$ cat src/rtl/spi_byte_master.sv
// Byte-level SPI Mode 0 master with CS setup/hold timing and an optional CS hold between bytes.
// Optional receive loopback (mosi -> rx path) is compiled in with SPI_LOOPBACK_EN.
module spi_byte_master #(
  parameter int unsigned CLK_DIV  = 4,
  parameter int unsigned CS_SETUP = 2,
  parameter int unsigned CS_HOLD  = 2
) (
  input  logic       clk,
  input  logic       rst,
  input  logic       start,
  input  logic [7:0] tx_data,
  input  logic       hold_cs,
`ifdef SPI_LOOPBACK_EN
  input  logic       loopback,
`endif
  output logic [7:0] rx_data,
  output logic       rx_valid,
  output logic       spi_active,
  output logic       sclk,
  output logic       mosi,
  input  logic       miso,
  output logic       cs_n
);

  localparam int unsigned CNT_W = 8;
  localparam int unsigned BIT_W = 3;
  localparam logic [CNT_W-1:0] DIV_TC   = CNT_W'(CLK_DIV - 1);
  localparam logic [CNT_W-1:0] SETUP_TC = CNT_W'(CS_SETUP - 1);
  localparam logic [CNT_W-1:0] HOLD_TC  = CNT_W'(CS_HOLD - 1);

  typedef enum logic [2:0] {
    S_IDLE, S_SETUP, S_LOW, S_HIGH, S_HOLD, S_HELD
  } state_t;

  state_t           state_q, state_d;
  logic [CNT_W-1:0] cnt_q, cnt_d;
  logic [BIT_W-1:0] bit_q, bit_d;
  logic [6:0]       tx_sh_q, tx_sh_d;
  logic [7:0]       rx_sh_q, rx_sh_d;
  logic [7:0]       rx_data_q, rx_data_d;
  logic             rx_valid_q, rx_valid_d;
  logic             mosi_q, mosi_d;
  logic             sclk_q, sclk_d;
  logic             cs_n_q, cs_n_d;
  logic             spi_active_q, spi_active_d;
  logic             rx_in_c;

`ifdef SPI_LOOPBACK_EN
  assign rx_in_c = loopback ? mosi_q : miso;
`else
  assign rx_in_c = miso;
`endif

  // State register and all registered outputs
  always_ff @(posedge clk) begin
    if (rst) begin
      state_q      <= S_IDLE;
      cnt_q        <= '0;
      bit_q        <= '0;
      tx_sh_q      <= '0;
      rx_sh_q      <= '0;
      rx_data_q    <= '0;
      rx_valid_q   <= 1'b0;
      mosi_q       <= 1'b0;
      sclk_q       <= 1'b0;
      cs_n_q       <= 1'b1;
      spi_active_q <= 1'b0;
    end else begin
      state_q      <= state_d;
      cnt_q        <= cnt_d;
      bit_q        <= bit_d;
      tx_sh_q      <= tx_sh_d;
      rx_sh_q      <= rx_sh_d;
      rx_data_q    <= rx_data_d;
      rx_valid_q   <= rx_valid_d;
      mosi_q       <= mosi_d;
      sclk_q       <= sclk_d;
      cs_n_q       <= cs_n_d;
      spi_active_q <= spi_active_d;
    end
  end

  // Next-state, counters and shift paths
  always_comb begin
    state_d    = state_q;
    cnt_d      = cnt_q;
    bit_d      = bit_q;
    tx_sh_d    = tx_sh_q;
    rx_sh_d    = rx_sh_q;
    rx_data_d  = rx_data_q;
    rx_valid_d = 1'b0;
    mosi_d     = mosi_q;

    case (state_q)
      S_IDLE: begin
        mosi_d = 1'b0;
        if (start) begin
          tx_sh_d = tx_data[6:0];
          mosi_d  = tx_data[7];
          cnt_d   = '0;
          state_d = S_SETUP;
        end
      end
      S_SETUP: begin
        if (cnt_q == SETUP_TC) begin
          cnt_d   = '0;
          state_d = S_LOW;
        end else begin
          cnt_d = cnt_q + CNT_W'(1);
        end
      end
      S_LOW: begin
        if (cnt_q == DIV_TC) begin
          cnt_d   = '0;
          rx_sh_d = {rx_sh_q[6:0], rx_in_c};
          state_d = S_HIGH;
        end else begin
          cnt_d = cnt_q + CNT_W'(1);
        end
      end
      S_HIGH: begin
        if (cnt_q == DIV_TC) begin
          cnt_d = '0;
          if (bit_q == BIT_W'(7)) begin
            bit_d      = '0;
            rx_data_d  = rx_sh_q;
            rx_valid_d = 1'b1;
            state_d    = hold_cs ? S_HELD : S_HOLD;
          end else begin
            bit_d   = bit_q + BIT_W'(1);
            mosi_d  = tx_sh_q[6];
            tx_sh_d = {tx_sh_q[5:0], 1'b0};
            state_d = S_LOW;
          end
        end else begin
          cnt_d = cnt_q + CNT_W'(1);
        end
      end
      S_HOLD: begin
        if (cnt_q == HOLD_TC) begin
          cnt_d   = '0;
          mosi_d  = 1'b0;
          state_d = S_IDLE;
        end else begin
          cnt_d = cnt_q + CNT_W'(1);
        end
      end
      S_HELD: begin
        // A new byte takes priority over releasing the frame
        if (start) begin
          tx_sh_d = tx_data[6:0];
          mosi_d  = tx_data[7];
          cnt_d   = '0;
          state_d = S_LOW;
        end else if (!hold_cs) begin
          cnt_d   = '0;
          state_d = S_HOLD;
        end
      end
      default: state_d = S_IDLE;
    endcase
  end

  // Pin levels follow the state being entered, so they switch on the same edge
  always_comb begin
    cs_n_d       = (state_d == S_IDLE);
    sclk_d       = (state_d == S_HIGH);
    spi_active_d = (state_d != S_IDLE) && (state_d != S_HELD);
  end

  assign rx_data    = rx_data_q;
  assign rx_valid   = rx_valid_q;
  assign spi_active = spi_active_q;
  assign sclk       = sclk_q;
  assign mosi       = mosi_q;
  assign cs_n       = cs_n_q;

endmodule

$ cat config.mk
export PLATFORM = sky130hd
export DESIGN_NAME = spi_byte_master
export DESIGN_NICKNAME = d
export VERILOG_FILES = /design/src/rtl/spi_byte_master.sv
export SDC_FILE = /design/constraint.sdc
export NUM_CORES = 1
export LEC_CHECK = 0
export ABC_AREA = 1
export CAP_MARGIN = 20
export CORE_MARGIN = 1
export CORE_UTILIZATION = 30
export CTS_BUF_LIST = sky130_fd_sc_hd__clkbuf_4 sky130_fd_sc_hd__clkbuf_8 sky130_fd_sc_hd__clkbuf_16
export CTS_CLUSTER_DIAMETER = 200
export DETAILED_ROUTE_END_ITERATION = 8
export PLACE_DENSITY = 0.54
export SLEW_MARGIN = 20
export SYNTH_ARGS = -nofsm -noshare
export SYNTH_HDL_FRONTEND = slang
export SYNTH_SLANG_ARGS = --single-unit
export TNS_END_PERCENT = 50
$ cat constraint.sdc
create_clock -name clk -period 1.8 [get_ports clk]
set_input_delay 0.27 -clock clk [delete_from_list [all_inputs] [get_ports clk]]
set_output_delay 0.27 -clock clk [all_outputs]
set_load 0.01 [all_outputs]
* After elaboration in Yosys (flattened, before gate mapping)
Index checks and enable logic that the tools add are counted.
** Storage, ports and cells
- Register bits :: 42
- Bits of input ports :: 13
- Output and inout port bits :: 13
** Cells by class
- Add/sub/neg operators :: 2
- Equal/unequal tests :: 17
- Multiplexer cells :: 28
- Bitwise gates (word level) :: 2
- Reductions and logical operators :: 17
** Operators by type and width (number)
- 2-to-1 mux 8 bit :: 5
- case mux 8 bit (4 select lines) :: 1
- 2-to-1 mux 3 bit :: 9
- 2-to-1 mux 7 bit :: 3
- case mux 3 bit (6 select lines) :: 1
- case mux 7 bit (2 select lines) :: 1
- != test 2 bit (second input constant) :: 5
- equality test 3 x 2 -> 1 bit (second input constant) :: 3
- equality test 3 bit (second input constant) :: 3
- adder 8 x 1 -> 8 bit (second input constant) :: 1
- equality test 8 x 1 -> 1 bit (second input constant) :: 1
- equality test 8 x 2 -> 1 bit (second input constant) :: 1
- nonzero test 4 bit :: 2
- 2-to-1 mux 1 bit :: 7
- logical NOT 3 bit :: 2
- != test 3 bit (second input constant) :: 2
- AND reduction 3 bit :: 2
- OR reduction 2 bit :: 3
- AND reduction 5 bit :: 1
- case mux 1 bit (4 select lines) :: 1
- AND reduction 2 bit :: 2
- AND reduction 4 bit :: 1
- adder 3 x 1 -> 3 bit (second input constant) :: 1
- equality test 3 x 1 -> 1 bit (second input constant) :: 1
- 6 further kinds :: 7

* Longest topological paths before layout
- Depth after elaboration :: 6
- Gate-level depth with buffers :: 12
- Gate-level depth less buffers :: 11

* Least setup slack after synthesis
Ideal clock, no wire load.
- Path kind :: flip-flop to flip-flop
- Start point :: register bit_q[0]
- End point :: register spi_active_q, in the netlist spi_active
- Arrival :: 1.374 ns
- Slack :: 0.313 ns
- Cell stages (with the launch flop) :: 11
- Path buffers :: 0
- Clock period less this slack :: 1.487 ns
- Cells stage by stage :: dfxtp_1 ha_1 ha_1 nand4_1 nor2_1 nor2_1 nand2_1 nor2_2 nand2_1 nand3_1 nand2_1
** Between the ends
- Cells in the longest elaborated chain, start to end :: 6
- Elaborated cells between the ends (all ways) :: 7
- Classes of those cells :: eq/ne (2); mux (3); reduce/logical (2)
** RTL lines
- start, declared :: RTL line 37 : logic [BIT_W-1:0] bit_q, bit_d;
- start signal, assigned :: RTL line 71 : bit_q <= bit_d;
- equality test 3 bit * :: RTL line 124 : if (bit_q == BIT_W'(7)) begin
- 2-to-1 mux 3 bit * :: RTL line 124
- 2-to-1 mux 3 bit * :: RTL line 122 : if (cnt_q == DIV_TC) begin
- case mux 3 bit (6 select lines) * :: RTL line 94 : case (state_q)
- != test 3 bit or nonzero test 3 bit (tied branches) :: RTL line 168 : spi_active_d = (state_d != S_IDLE) && (state_d != S_HELD);
- logical AND 1 bit * :: RTL line 168
- end signal, assigned :: RTL line 79 : spi_active_q <= spi_active_d;
- end, declared :: RTL line 45 : logic spi_active_q, spi_active_d;
Every way passes the cells marked *; elsewhere a longest branch is shown, timed or not.
A chain may end at the register's enable or synchronous reset.

* Final worst setup path
Same ends and word-level chain as after synthesis.

==> summary.md <==
| Metric | Value |
|---|---|
| Area grow syn2layout | 22.75% |
| GRT overflow | 0 |
| First-pass GRT wire length | roughly 8300 um |
| Antenna violations before repair | 0 |
| PostCTS Resize Cnt | 0 |
| Slew Viols, Final | 0 |
| Number of max-cap violations | 0 |
| Rel. slew slack | between 60% and 70% |
| Critical path cell sequence | ha_1, ha_1, nand4_1, nor2_1, nor2_1, nand2_1, nor2_2, nand2_1, nand3_1, nand2_1 |
| Worst R2R Start | bit_q[0]$_SDFFE_PP0P_ |
| Final Hold Fails | 0 |
| Clk root buf | clkbuf_8 |
| GRT Util Overall | 13.96% |
| CP startpoint | bit_q[0]$_SDFFE_PP0P_ |
| Slew @ Worst Pin | 451.5 ps |
| Final period utilization | between 80% and 90% |
| Syn_nets | 330 |
| CTS tree | done |
| Avg Inst Size Synth | 6.872 um2 |
| Antenna viol nets, final | 0 |
| Via count | 1992 |
| Max incr delay on CP | 330 ps |
| Synthesis Warnings | 0 |
| R2R setup slack | around 190 ps |
| Crit-path slowest cell | dfxtp_1 |
| Placed Area | ~2500 um2 |
| #FFs+latches synth | 42 |
| DR vias/cell | approximately 4.5 |
| Die area | 7512 um2 |
| Clk_lat worst skew | around 300 ps |
| Die Ht | about 87 um |
| Worst path most repeated cell | nand2_1 |
| Most common cell after layout, fill and taps aside | nor2_1 |
| Initial DRC Count | slightly below 60 |
| Grt peak-use layer | met2 |
| Multi-input logic area | 1126 um2 |
| Fillers | 746 |
| Post-layout min period | around 1600 ps |
| Worst-path clk slew | about 90 ps |
| Vias in the first global route | approximately 1900 |
| Fin area | around 2600 um2 |
| Hold crit path type | reg2reg |
| Worst Hold Margin | 482.8 ps |
| CORE AREA | between 6000 and 7000 um2 |
| CP required | 2000 ps |
| Setup_tns | 0 ps |
| Register area | around 840 um2 |
| Status | finished, final reports clean |
| Pre-antenna DRT Iters | 4 |
| Largest net degree at the start of global routing | 19 |
| Max FO, Critical Path | 4 |
| R2R Path End | spi_active$_SDFF_PP0_ |
| I/O Pins | 26 |
| Overall Power | 2093 uW |
| RSZ-0062 raised after global routing | false |
| Fin nets | approximately 360 |
| Rows | 30 |
| Kind of critical path | reg2reg |
| Die width | 86.67 um |
| Worst Path Arrival | between 1500 and 2000 ps |
| Static Leak | ~0.0012 uW |
| Cell variety after synth | 28 |
| Routability cong. | 0.8117 |
| Maximum vdd drop | roughly 0.37 mV |
| FMAX | between 0.6 and 0.7 GHz |
| CP startpoint kind | flop |
| FF-to-FF path depth | 10 |
| Worst setup endpoint | spi_active$_SDFF_PP0_ |
| # port buffers | 25 |
| Sequential-to-total area share from yosys stat | around 40% |
| Worst setup EP type | flop |
| Residual DRC | 0 |
| Global routing usage on met2 | roughly 24% |
| Hold bufs inserted after CTS | 0 |
| Final worst clock skew | 8.305 ps |
| Dpl hpwl | 3518 um |
| Met3 Resource Use GR | ~3.0% |
| Clock net sink count | 42 |
| Max H-tree Level | 2 |
| Final WL | ~4800 um |
| Clock Tree Buf Depth | 2 |
| Initial Utilization | between 30% and 40% |
| Met1 Use GR | 17.07% |
| Final setup fails | 0 |
| Commonest non-fill, non-tap cells in the layout | nor2_1, nand2_1, dfxtp_1, clkdlybuf4s50_1, inv_1 |
| Routed len/inst | 10.73 um |
| Post-Synthesis Cells | about 310 |
| CTS Buf Count | 5 |
| # diodes | 0 |
| Pwr Density | between 700 and 800 nW/um2 |
| Post-CTS setup buffers | 0 |
| Share of cells above drive strength 1 | ~15% |
| Syn Std Cell Area | 2151 um2 |
## critical path: cells and delay by family, from the launching register on
family | cells | cell delay, ps
fa+ha+maj | 2 | 430
flops | 1 | 330
simple gates | 8 | 760
## where the power goes
group | total [uW] | switching [uW] | internal (uW)
registers | 1020 | 34.5 | 984
logic | 410 | 247 | 163
clock network | 664 | 376 | 288
total | 2090 | 658 | 1440
## registers in the layout (all words and copies together), names as in the netlist, 3 cells and up
name,flops
rx_sh_q,8
tx_sh_q,7
bit_q,3
cnt_q,8
rx_data,8
state_q,3
## kinds of logic (layout without fill, tap and decap cells)
family	Yosys count	count (layout)	synth area share, %
buffers and inverters	43	78	8.552
AO/OA/AOI/OAI	48	48	13.09
adder cells (fa/ha/maj)	4	4	2.327
flip-flops	42	42	39.09
AND/OR/NAND/NOR	176	176	36.94
## synth_stat cells, drive strengths merged
| master | instances | share of area [%] |
|---|---|---|
| nor3 | 3 | 0.70 |
| nand4 | 3 | 0.87 |
| o21bai | 1 | 0.35 |
| inv | 37 | 6.8 |
| a31oi | 2 | 0.58 |
| o211ai | 6 | 2.3 |
| nand3 | 16 | 4.0 |
| o211a | 1 | 0.47 |
| dfxtp | 42 | 39 |
| o21ai | 33 | 7.9 |
| buf | 2 | 1.0 |
| nor2b | 1 | 0.29 |
| clkbuf | 4 | 0.70 |
| a21oi | 5 | 1.5 |
| nand2 | 74 | 15 |
| ha | 4 | 2.3 |
| nor2 | 79 | 16 |
## layer usage
metal	share of wire, %	vias to the layer above	routed length, um
met5	0	-	0
met3	3.0	6	143
met2	47	25	2251
met4	1.2	0	59
met1	48	901	2310
li1	-	1060	-
## cell type report
cell class | count | area share (%)
tap | 96 | 4.550
multi-input combinational | 228 | 42.65
timing repair buffer | 33 | 11.75
sequential | 42 | 31.85
inverter | 37 | 5.545
clock inverter | 3 | 1.043
clock buffer | 5 | 2.607
## through the flow
step / worst slack, ps / utilization (%) / cells
6_report: 189.0 / 38.43 / 444
5_1_grt: 30.89 / 38.43 / 444
4_1_cts: 170.3 / 38.43 / 444
3_5_place_dp: 125.3 / 37.03 / 436
3_3_place_gp: 163.9 / 37.03 / 436
2_1_floorplan: 312.8 / - / 313
## how the worst min path moves through the flow
| stage | from | endpoint | cells after the start |
|---|---|---|---|
| after detailed placement | tx_sh_q[1]$_SDFFE_PP0P_ | tx_sh_q[1]$_SDFFE_PP0P_ | 2 |
| after floorplan | miso | rx_sh_q[0]$_SDFFE_PP0P_ | 2 |
| after CTS | bit_q[1]$_SDFFE_PP0P_ | bit_q[1]$_SDFFE_PP0P_ | 2 |
| final | bit_q[1]$_SDFFE_PP0P_ | bit_q[1]$_SDFFE_PP0P_ | 2 |
| after global placement | tx_sh_q[5]$_SDFFE_PP0P_ | tx_sh_q[5]$_SDFFE_PP0P_ | 2 |
| after global routing | tx_sh_q[4]$_SDFFE_PP0P_ | tx_sh_q[4]$_SDFFE_PP0P_ | 2 |
Note: power is estimated with default switching activity, not from simulation.
